--- src/rtl/traffic_generator_gmii_scheduler_pkg.sv ---
// Package: traffic_generator_gmii_scheduler_pkg
// Shared definitions for the GMII traffic generator scheduler and the CPU
// register block: FSM state encodings, default counter width and the
// "0 = unlimited" setting encoding.
package traffic_generator_gmii_scheduler_pkg;

    localparam int C_CNT_WIDTH_DEF = 32;

    // A zero in frames_per_burst / total_frames disables that limit.
    localparam int C_UNLIMITED = 0;

    typedef enum logic [2:0] {
        ST_IDLE      = 3'd0,
        ST_REQ       = 3'd1,
        ST_WAIT_DONE = 3'd2,
        ST_GAP       = 3'd3,
        ST_DONE      = 3'd4
    } sched_state_t;

endpackage

--- src/rtl/traffic_generator_gmii_scheduler_if.sv ---
// Interface: traffic_generator_gmii_scheduler_if
// Frame handshake between the scheduler (master) and the GMII frame engine
// (slave).
//   frame_req  : scheduler -> engine, held high until frame_ack
//   frame_ack  : engine -> scheduler, 1-cycle accept pulse
//   frame_done : engine -> scheduler, 1-cycle pulse after the last byte
interface traffic_generator_gmii_scheduler_if;
    import traffic_generator_gmii_scheduler_pkg::*;

    logic frame_req;
    logic frame_ack;
    logic frame_done;

    modport master (output frame_req, input frame_ack, input frame_done);
    modport slave  (input frame_req, output frame_ack, output frame_done);

endinterface

--- src/rtl/traffic_generator_gmii_scheduler_gap_timer.sv ---
// Module: tg_gap_timer
// Loadable down-counter used to time interframe/interburst gaps.
//   i_clk, i_rst : clock, synchronous active-high reset
//   i_load       : load i_load_val (wins over i_en)
//   i_en         : decrement by one, stopping at zero
//   o_zero       : count is zero
module tg_gap_timer
    import traffic_generator_gmii_scheduler_pkg::*;
#(
    parameter int CW = C_CNT_WIDTH_DEF
) (
    input  logic          i_clk,
    input  logic          i_rst,
    input  logic          i_load,
    input  logic [CW-1:0] i_load_val,
    input  logic          i_en,
    output logic          o_zero
);

    logic [CW-1:0] r_cnt;

    always_ff @(posedge i_clk) begin
        if (i_rst)
            r_cnt <= '0;
        else if (i_load)
            r_cnt <= i_load_val;
        else if (i_en && (r_cnt != '0))
            r_cnt <= r_cnt - CW'(1);
    end

    assign o_zero = (r_cnt == '0);

endmodule

--- src/rtl/traffic_generator_gmii_scheduler.sv ---
// Module: traffic_generator_gmii_scheduler
// Sequences the GMII frame engine into frames, bursts and runs. Settings are
// latched on the rising edge of run; one request per frame, wait for the
// engine's done pulse, then time the gap before the next request.
//   i_clk, i_rst           : core clock, synchronous active-high reset
//   i_run                  : run level; rising edge starts a run
//   i_interframe_gap       : idle cycles between frames in a burst
//   i_interburst_gap       : idle cycles after the last frame of a burst
//   i_frames_per_burst     : frames per burst, 0 = no bursting
//   i_total_frames         : frames per run, 0 = continuous
//   fe                     : frame handshake to the engine (master side)
//   o_active               : run in progress (REQ/WAIT_DONE/GAP)
//   o_run_done             : total_frames reached, held until run drops
//   o_frames_sent          : completed frames this run
//   o_bursts_sent          : completed bursts this run
module traffic_generator_gmii_scheduler
    import traffic_generator_gmii_scheduler_pkg::*;
#(
    parameter int C_CNT_WIDTH = C_CNT_WIDTH_DEF
) (
    input  logic                   i_clk,
    input  logic                   i_rst,
    input  logic                   i_run,
    input  logic [C_CNT_WIDTH-1:0] i_interframe_gap,
    input  logic [C_CNT_WIDTH-1:0] i_interburst_gap,
    input  logic [C_CNT_WIDTH-1:0] i_frames_per_burst,
    input  logic [C_CNT_WIDTH-1:0] i_total_frames,
    traffic_generator_gmii_scheduler_if.master fe,
    output logic                   o_active,
    output logic                   o_run_done,
    output logic [C_CNT_WIDTH-1:0] o_frames_sent,
    output logic [C_CNT_WIDTH-1:0] o_bursts_sent
);

    localparam int CW = C_CNT_WIDTH;
    localparam logic [CW-1:0] C_UNL = CW'(C_UNLIMITED);

    sched_state_t  r_state, w_state_nxt;
    logic          r_run_q, r_run_d;
    logic [CW-1:0] r_ifg, r_ibg, r_fpb, r_total;
    logic [CW-1:0] r_frames, r_bursts, r_bpos;
    logic [CW-1:0] w_frames_nxt, w_bursts_nxt, w_bpos_nxt, w_gap;
    logic [CW-1:0] w_tmr_val;
    logic          w_start, w_latch, w_decide, w_tmr_load, w_tmr_en, w_tmr_zero;

    assign w_start = r_run_q & ~r_run_d;

    tg_gap_timer #(.CW(CW)) u_gap_timer (
        .i_clk      (i_clk),
        .i_rst      (i_rst),
        .i_load     (w_tmr_load),
        .i_load_val (w_tmr_val),
        .i_en       (w_tmr_en),
        .o_zero     (w_tmr_zero)
    );

    always_comb begin
        w_state_nxt  = r_state;
        w_frames_nxt = r_frames;
        w_bursts_nxt = r_bursts;
        w_bpos_nxt   = r_bpos;
        w_gap        = r_ifg;
        w_latch      = 1'b0;
        w_decide     = 1'b0;
        w_tmr_load   = 1'b0;
        w_tmr_val    = '0;
        w_tmr_en     = 1'b0;

        case (r_state)
            ST_IDLE: begin
                if (w_start) begin
                    w_latch      = 1'b1;
                    w_frames_nxt = '0;
                    w_bursts_nxt = '0;
                    w_bpos_nxt   = '0;
                    w_state_nxt  = ST_REQ;
                end
            end
            ST_REQ: begin
                // An accepted frame is in flight even if run dropped the
                // same cycle; ack+done together means the frame already ended.
                if (fe.frame_ack) begin
                    if (fe.frame_done) w_decide = 1'b1;
                    else               w_state_nxt = ST_WAIT_DONE;
                end else if (!r_run_q) begin
                    w_state_nxt = ST_IDLE;
                end
            end
            ST_WAIT_DONE: begin
                if (fe.frame_done) w_decide = 1'b1;
            end
            ST_GAP: begin
                if (!r_run_q) begin
                    w_state_nxt = ST_IDLE;
                end else begin
                    w_tmr_en = 1'b1;
                    if (w_tmr_zero) w_state_nxt = ST_REQ;
                end
            end
            ST_DONE: begin
                if (!r_run_q) w_state_nxt = ST_IDLE;
            end
            default: w_state_nxt = ST_IDLE;
        endcase

        // Frame completed: count it, then pick DONE, IDLE or the next gap.
        if (w_decide) begin
            w_frames_nxt = r_frames + CW'(1);
            w_bpos_nxt   = r_bpos + CW'(1);
            if ((r_total != C_UNL) && (w_frames_nxt == r_total)) begin
                // The final frame closes the (possibly partial) current burst.
                if (r_fpb != C_UNL) w_bursts_nxt = r_bursts + CW'(1);
                w_state_nxt = ST_DONE;
            end else begin
                if ((r_fpb != C_UNL) && (w_bpos_nxt == r_fpb)) begin
                    w_bursts_nxt = r_bursts + CW'(1);
                    w_bpos_nxt   = '0;
                    w_gap        = r_ibg;
                end
                if (!r_run_q) begin
                    w_state_nxt = ST_IDLE;
                end else if (w_gap == '0) begin
                    w_state_nxt = ST_REQ;
                end else begin
                    // Timer holds gap-1 in the first GAP cycle so the next
                    // request lands exactly gap cycles after the done cycle + 1.
                    w_state_nxt = ST_GAP;
                    w_tmr_load  = 1'b1;
                    w_tmr_val   = w_gap - CW'(1);
                end
            end
        end
    end

    always_ff @(posedge i_clk) begin
        if (i_rst) begin
            r_state  <= ST_IDLE;
            // Treat run as already high out of reset so a level held across
            // reset release is not mistaken for a rising edge.
            r_run_q  <= 1'b1;
            r_run_d  <= 1'b1;
            r_ifg    <= '0;
            r_ibg    <= '0;
            r_fpb    <= '0;
            r_total  <= '0;
            r_frames <= '0;
            r_bursts <= '0;
            r_bpos   <= '0;
        end else begin
            r_state  <= w_state_nxt;
            r_run_q  <= i_run;
            r_run_d  <= r_run_q;
            r_frames <= w_frames_nxt;
            r_bursts <= w_bursts_nxt;
            r_bpos   <= w_bpos_nxt;
            if (w_latch) begin
                r_ifg   <= i_interframe_gap;
                r_ibg   <= i_interburst_gap;
                r_fpb   <= i_frames_per_burst;
                r_total <= i_total_frames;
            end
        end
    end

    assign fe.frame_req  = (r_state == ST_REQ);
    assign o_active      = (r_state == ST_REQ) || (r_state == ST_WAIT_DONE) || (r_state == ST_GAP);
    assign o_run_done    = (r_state == ST_DONE);
    assign o_frames_sent = r_frames;
    assign o_bursts_sent = r_bursts;

endmodule

--- src/flat_wrapper.sv ---
// flat-port wrapper written by rule: the top's interface ports become plain ports
module traffic_generator_gmii_scheduler_flat import traffic_generator_gmii_scheduler_pkg::*;
#(
    parameter int C_CNT_WIDTH = C_CNT_WIDTH_DEF
)
  (i_clk, i_rst, i_run, i_interframe_gap, i_interburst_gap, i_frames_per_burst, i_total_frames, o_active, o_run_done, o_frames_sent, o_bursts_sent, fe_frame_req, fe_frame_ack, fe_frame_done);
  traffic_generator_gmii_scheduler_if fe_i ();
  input  logic i_clk;
  input  logic i_rst;
  input  logic i_run;
  input  logic [C_CNT_WIDTH-1:0] i_interframe_gap;
  input  logic [C_CNT_WIDTH-1:0] i_interburst_gap;
  input  logic [C_CNT_WIDTH-1:0] i_frames_per_burst;
  input  logic [C_CNT_WIDTH-1:0] i_total_frames;
  output logic o_active;
  output logic o_run_done;
  output logic [C_CNT_WIDTH-1:0] o_frames_sent;
  output logic [C_CNT_WIDTH-1:0] o_bursts_sent;
  output wire logic [$bits(fe_i.frame_req)-1:0] fe_frame_req;
  input wire logic [$bits(fe_i.frame_ack)-1:0] fe_frame_ack;
  input wire logic [$bits(fe_i.frame_done)-1:0] fe_frame_done;
  assign fe_frame_req = fe_i.frame_req;
  assign fe_i.frame_ack = fe_frame_ack;
  assign fe_i.frame_done = fe_frame_done;
  traffic_generator_gmii_scheduler #(.C_CNT_WIDTH(C_CNT_WIDTH)) u_core (.i_clk(i_clk), .i_rst(i_rst), .i_run(i_run), .i_interframe_gap(i_interframe_gap), .i_interburst_gap(i_interburst_gap), .i_frames_per_burst(i_frames_per_burst), .i_total_frames(i_total_frames), .fe(fe_i), .o_active(o_active), .o_run_done(o_run_done), .o_frames_sent(o_frames_sent), .o_bursts_sent(o_bursts_sent));
endmodule
--- config.mk ---
export PLATFORM = sky130hd
export DESIGN_NAME = traffic_generator_gmii_scheduler_flat
export DESIGN_NICKNAME = d
export VERILOG_FILES = /design/src/rtl/traffic_generator_gmii_scheduler_pkg.sv /design/src/rtl/traffic_generator_gmii_scheduler_if.sv /design/src/rtl/traffic_generator_gmii_scheduler_gap_timer.sv /design/src/rtl/traffic_generator_gmii_scheduler.sv /design/src/flat_wrapper.sv
export SDC_FILE = /design/constraint.sdc
export NUM_CORES = 1
export LEC_CHECK = 0
export CORE_MARGIN = 2
export CORE_UTILIZATION = 34
export DETAILED_ROUTE_END_ITERATION = 6
export GPL_TIMING_DRIVEN = 0
export MAX_ROUTING_LAYER = met4
export PLACE_DENSITY = 0.64
export REMOVE_ABC_BUFFERS = 1
export SLEW_MARGIN = 5
export SYNTH_ARGS = -nofsm -noshare
export SYNTH_HDL_FRONTEND = slang
export SYNTH_SLANG_ARGS = --single-unit
export TNS_END_PERCENT = 30
--- constraint.sdc ---
create_clock -name i_clk -period 6.5 [get_ports i_clk]
set_input_delay 0.975 -clock i_clk [delete_from_list [all_inputs] [get_ports i_clk]]
set_output_delay 0.975 -clock i_clk [all_outputs]
set_load 0.02 [all_outputs]
==> flow_summary_export.csv <==
group,metric,value,unit
run_status,status,"completed",
drt,routedWlPerCell,16.6,um
min_path,hold_path_end,"u_core.r_ibg[30]$_SDFFE_PP0P_",
floorplanning,die_w,215,um
pwr,peakVddDrop,0.000128,V
pwr,p_per_area,236,mW/mm^2
pwr,leakage,6.54,nW
yosys,ys_types,81,
setup_path,critPathRequiredTime,6.86,ns
setup_path,endpoint_kind,"flop",
floorplanning,placementRows,77,
drt,dr_wl_met2,21100,um
drt,vias_per_cell,5.32,
sta,slew_headroom,34.0,%
sta,hold_viol,0,
clock_network,cts_hold_buf,0,
clock_network,insertion_delay,0.54,ns
floorplanning,start_util,34.3,%
placed_design,dpl.hpwl,32700,um
min_path,min_delay_path_depth,2,
clock_network,htreeDepth,2,
global_route,grt_max_degree,115,
yosys,netlist_instances,2033,
placed_design,place_congestion,0.879,
drt,met3_length,2570,um
yosys,ys_ff_latch,261,
global_route,antenna_found_initial,6,
clock_network,clk_path_buf_depth,3,
yosys,synth-edff-count,0,
min_path,min-delay-start,"u_core.r_ibg[30]$_SDFFE_PP0P_",
sta,max_freq,0.165,GHz
yosys,avgSynthCellArea,7.43,um^2
drt,dr.pass1.iters,5,
floorplanning,io_pins,200,
finish,layout-drive-gt1-share,6.48,%
clock_network,numCtsBuffers,34,
setup_path,worst-endpoint-arrival,6.42,ns
drt,wirelength,46200,um
setup_path,r2r_cells,17,
finish,fin_nets,2291,
pwr,p_total,4.43,mW
sta,max_slew.worst_pin.slew,0.990,ns
global_route,grt_pass1_vias,14171,
yosys,netlist_area,0.0151,mm^2
flow_run,cap_violations,0,
floorplanning,die_h,215,um
drt,num_vias,14770,
yosys,synthArstFlopShare,0,%
setup_path,r2r_start,"u_core.r_bpos[0]$_SDFFE_PP0P_",
finish,final_util,42.7,%
setup_path,rr_endpoint,"u_core.u_gap_timer.r_cnt[28]$_SDFFE_PP0P_",
setup_path,start_kind,"flop",
setup_path,rrSetupSlack,0.43,ns
floorplanning,die-area,0.0461,mm^2
drt,drtIter0Drc,920,
global_route,grtUsageTotal,20.2,%
floorplanning,core-area,0.0440,mm^2
drt,routed.top_layer,"met4",
drt,met1_length,21300,um
clock_network,path_clk_slew,0.06,ns
sta,setup_viol,0,
finish,syn2layout_area_growth,24.5,%
yosys,yosys_warnings,0,
sta,fin_crit_sh,93.3,%
yosys,synthFlopType,"dfxtp_1",
sta,drv_slew,0,
global_route,grt_overflow,0,
drt,final_antenna_net_count,0,
global_route,grt_pass1_wl,74500,um
min_path,hold_path_class,"reg2reg",
clock_network,cts_tree,"built",
sta,grt_setup_unrepaired,"false",
yosys,ys_seq_area_share,34.6,%
sta,skew,0.0241,ns
setup_path,crit_fanout,29,
sta,finalCriticalPeriod,6.07,ns
drt,drc,0,
clock_network,root_buffer,"clkbuf_16",
placed_design,port_buffers,199,
clock_network,clock-sinks,261,
setup_path,worstSetupPathType,"reg2reg",
==> synthesized netlist by cell type, types with 5 or more instances <==
| cell | instances | area, um^2 |
|---|---|---|
| a211oi_1 | 18 | 135 |
| nor4_1 | 55 | 344 |
| mux2_2 | 6 | 67.6 |
| nand4_1 | 35 | 219 |
| and3_1 | 22 | 138 |
| a211oi_2 | 13 | 163 |
| nor3_1 | 71 | 355 |
| nor2b_1 | 10 | 62.6 |
| a21oi_1 | 218 | 1090 |
| mux2i_1 | 26 | 260 |
| nor2_1 | 160 | 601 |
| nor3b_1 | 13 | 97.6 |
| nand2b_1 | 9 | 56.3 |
| ha_1 | 5 | 62.6 |
| o31ai_1 | 6 | 45.0 |
| nand2_1 | 412 | 1550 |
| and2_1 | 19 | 119 |
| o21ai_0 | 76 | 380 |
| buf_2 | 31 | 155 |
| or2_2 | 17 | 106 |
| a31oi_1 | 29 | 181 |
| a311oi_1 | 9 | 78.8 |
| or3_1 | 37 | 231 |
| xor2_1 | 71 | 622 |
| inv_1 | 21 | 78.8 |
| a22oi_1 | 6 | 45.0 |
| nand4b_1 | 6 | 52.6 |
| clkbuf_1 | 90 | 338 |
| xnor2_1 | 89 | 780 |
| nand3_1 | 64 | 320 |
| nand3b_1 | 16 | 120 |
| or4_1 | 15 | 113 |
| and4_1 | 10 | 87.6 |
| dfxtp_1 | 261 | 5230 |
==> power breakdown <==
part / internal [mW] / switching [mW]
combinational: 0.350 / 0.477
sequential: 1.65 / 0.0589
clock: 1.14 / 0.748
==> layout make-up <==
class / instances / area [um^2]
Antenna cell: 6 / 15.0
Clock buffer: 49 / 1030
Clock inverter: 10 / 83.8
Fill cell: 4450 / 25200
Inverter: 21 / 78.8
Multi-Input combinational cell: 1620 / 9310
Sequential cell: 261 / 5230
Tap cell: 592 / 741
Timing Repair Buffer: 215 / 2320
==> how the worst max path moves through the flow <==
stage                             startpoint                                         to  slack, ns  depth (start not counted)
6_report       u_core.r_bpos[0]$_SDFFE_PP0P_  u_core.u_gap_timer.r_cnt[28]$_SDFFE_PP0P_       0.43                         17
2_1_floorplan  u_core.r_bpos[0]$_SDFFE_PP0P_  u_core.u_gap_timer.r_cnt[16]$_SDFFE_PP0P_       1.23                         17
3_3_place_gp                           i_rst                  u_core.r_run_d$_SDFF_PP1_      -3.04                          2
4_1_cts        u_core.r_bpos[2]$_SDFFE_PP0P_  u_core.u_gap_timer.r_cnt[28]$_SDFFE_PP0P_       0.07                         16
3_5_place_dp   u_core.r_bpos[0]$_SDFFE_PP0P_  u_core.u_gap_timer.r_cnt[22]$_SDFFE_PP0P_      -0.59                         17
5_1_grt        u_core.r_bpos[0]$_SDFFE_PP0P_  u_core.u_gap_timer.r_cnt[28]$_SDFFE_PP0P_       0.01                         17
==> layout by cell type (no fill, tap or decap), types with 9 or more instances in the layout <==
| master | Yosys | layout |
|---|---|---|
| nand2_1 | 412 | 410 |
| dfxtp_1 | 261 | 261 |
| a21oi_1 | 218 | 218 |
| clkdlybuf4s50_1 | 0 | 198 |
| nor2_1 | 160 | 158 |
| xnor2_1 | 89 | 89 |
| o21ai_0 | 76 | 76 |
| xor2_1 | 71 | 71 |
| nor3_1 | 71 | 70 |
| nand3_1 | 64 | 64 |
| nor4_1 | 55 | 52 |
| or3_1 | 37 | 37 |
| clkbuf_16 | 0 | 37 |
| nand4_1 | 35 | 35 |
| a31oi_1 | 29 | 29 |
| mux2i_1 | 26 | 26 |
| and3_1 | 22 | 22 |
| inv_1 | 21 | 21 |
| and2_1 | 19 | 19 |
| a211oi_1 | 18 | 18 |
| or2_2 | 17 | 17 |
| nand3b_1 | 16 | 16 |
| or4_1 | 15 | 14 |
| a211oi_2 | 13 | 13 |
| nor3b_1 | 13 | 12 |
| and4_1 | 10 | 10 |
| nor2b_1 | 10 | 10 |
| nand2b_1 | 9 | 9 |
| a311oi_1 | 9 | 9 |
==> kinds of logic (layout without fill, tap and decap cells) <==
kind of cell    Yosys count  in the layout  share of synthesized area (%)
flops                   261            261                           34.6
xor+xnor                161            161                           9.43
fa+ha+maj                 5              5                          0.414
simple gates            997            997                           32.1
buf+inv                 152            295                           4.20
mux                      33             33                           2.32
other cells               0              6                              0
compound gates          424            424                           16.9
==> critical path: stages (launching register included) <==
cell and delay, ns:
dfxtp_1 0.45, ha_1 0.28, nand3_2 0.30, nor4_4 0.51
nand4_1 0.37, a211oi_1 0.33, nand4b_1 0.21, nor4_4 0.53
nand2_4 0.36, mux2i_1 0.36, ha_1 0.35, nand3_1 0.26
or4_1 0.58, nor2_1 0.27, mux2i_1 0.17, nor2_1 0.18
xor2_1 0.22, a21boi_0 0.13
==> timing repair <==
| action | 4_1_cts | 5_1_grt |
|---|---|---|
| endpoints found under the setup margin | 10 | 9 |
| gates cloned | 0 | 0 |
| buffers inserted | 0 | 0 |
| gates resized for setup | 3 | 5 |
==> state kept, by name (all words and copies together) (netlist names) <==
register,cells
u_core.r_ibg,32
u_core.u_gap_timer.r_cnt,32
u_core.o_frames_sent,32
u_core.r_run_d,1
u_core.r_ifg,32
u_core.r_fpb,32
u_core.o_bursts_sent,32
u_core.r_bpos,32
u_core.r_state,3
u_core.r_run_q,1
u_core.r_total,32
==> per-stage QoR <==
step	instances	worst slack [ns]	setup TNS [ns]	hold slack, ns	area [um^2]
2_1_floorplan	1902	1.23	0	0.438	14500
3_3_place_gp	2693	-3.04	-666.21	0.463	17300
3_5_place_dp	2708	-0.586	-3.85	0.470	17600
4_1_cts	2767	0.0744	0	0.478	18700
5_1_grt	2774	0.0145	0	0.499	18800
6_report	2774	0.434	0	0.475	18800
==> routing by layer <==
| layer | up-vias | track usage [%] |
|---|---|---|
| met5 | - | - |
| met4 | 0 | 6.90 |
| met3 | 76 | 3.67 |
| met2 | 350 | 31.5 |
| met1 | 6929 | 26.2 |
| li1 | 7415 | - |
Note: power is estimated with default switching activity, not from simulation.
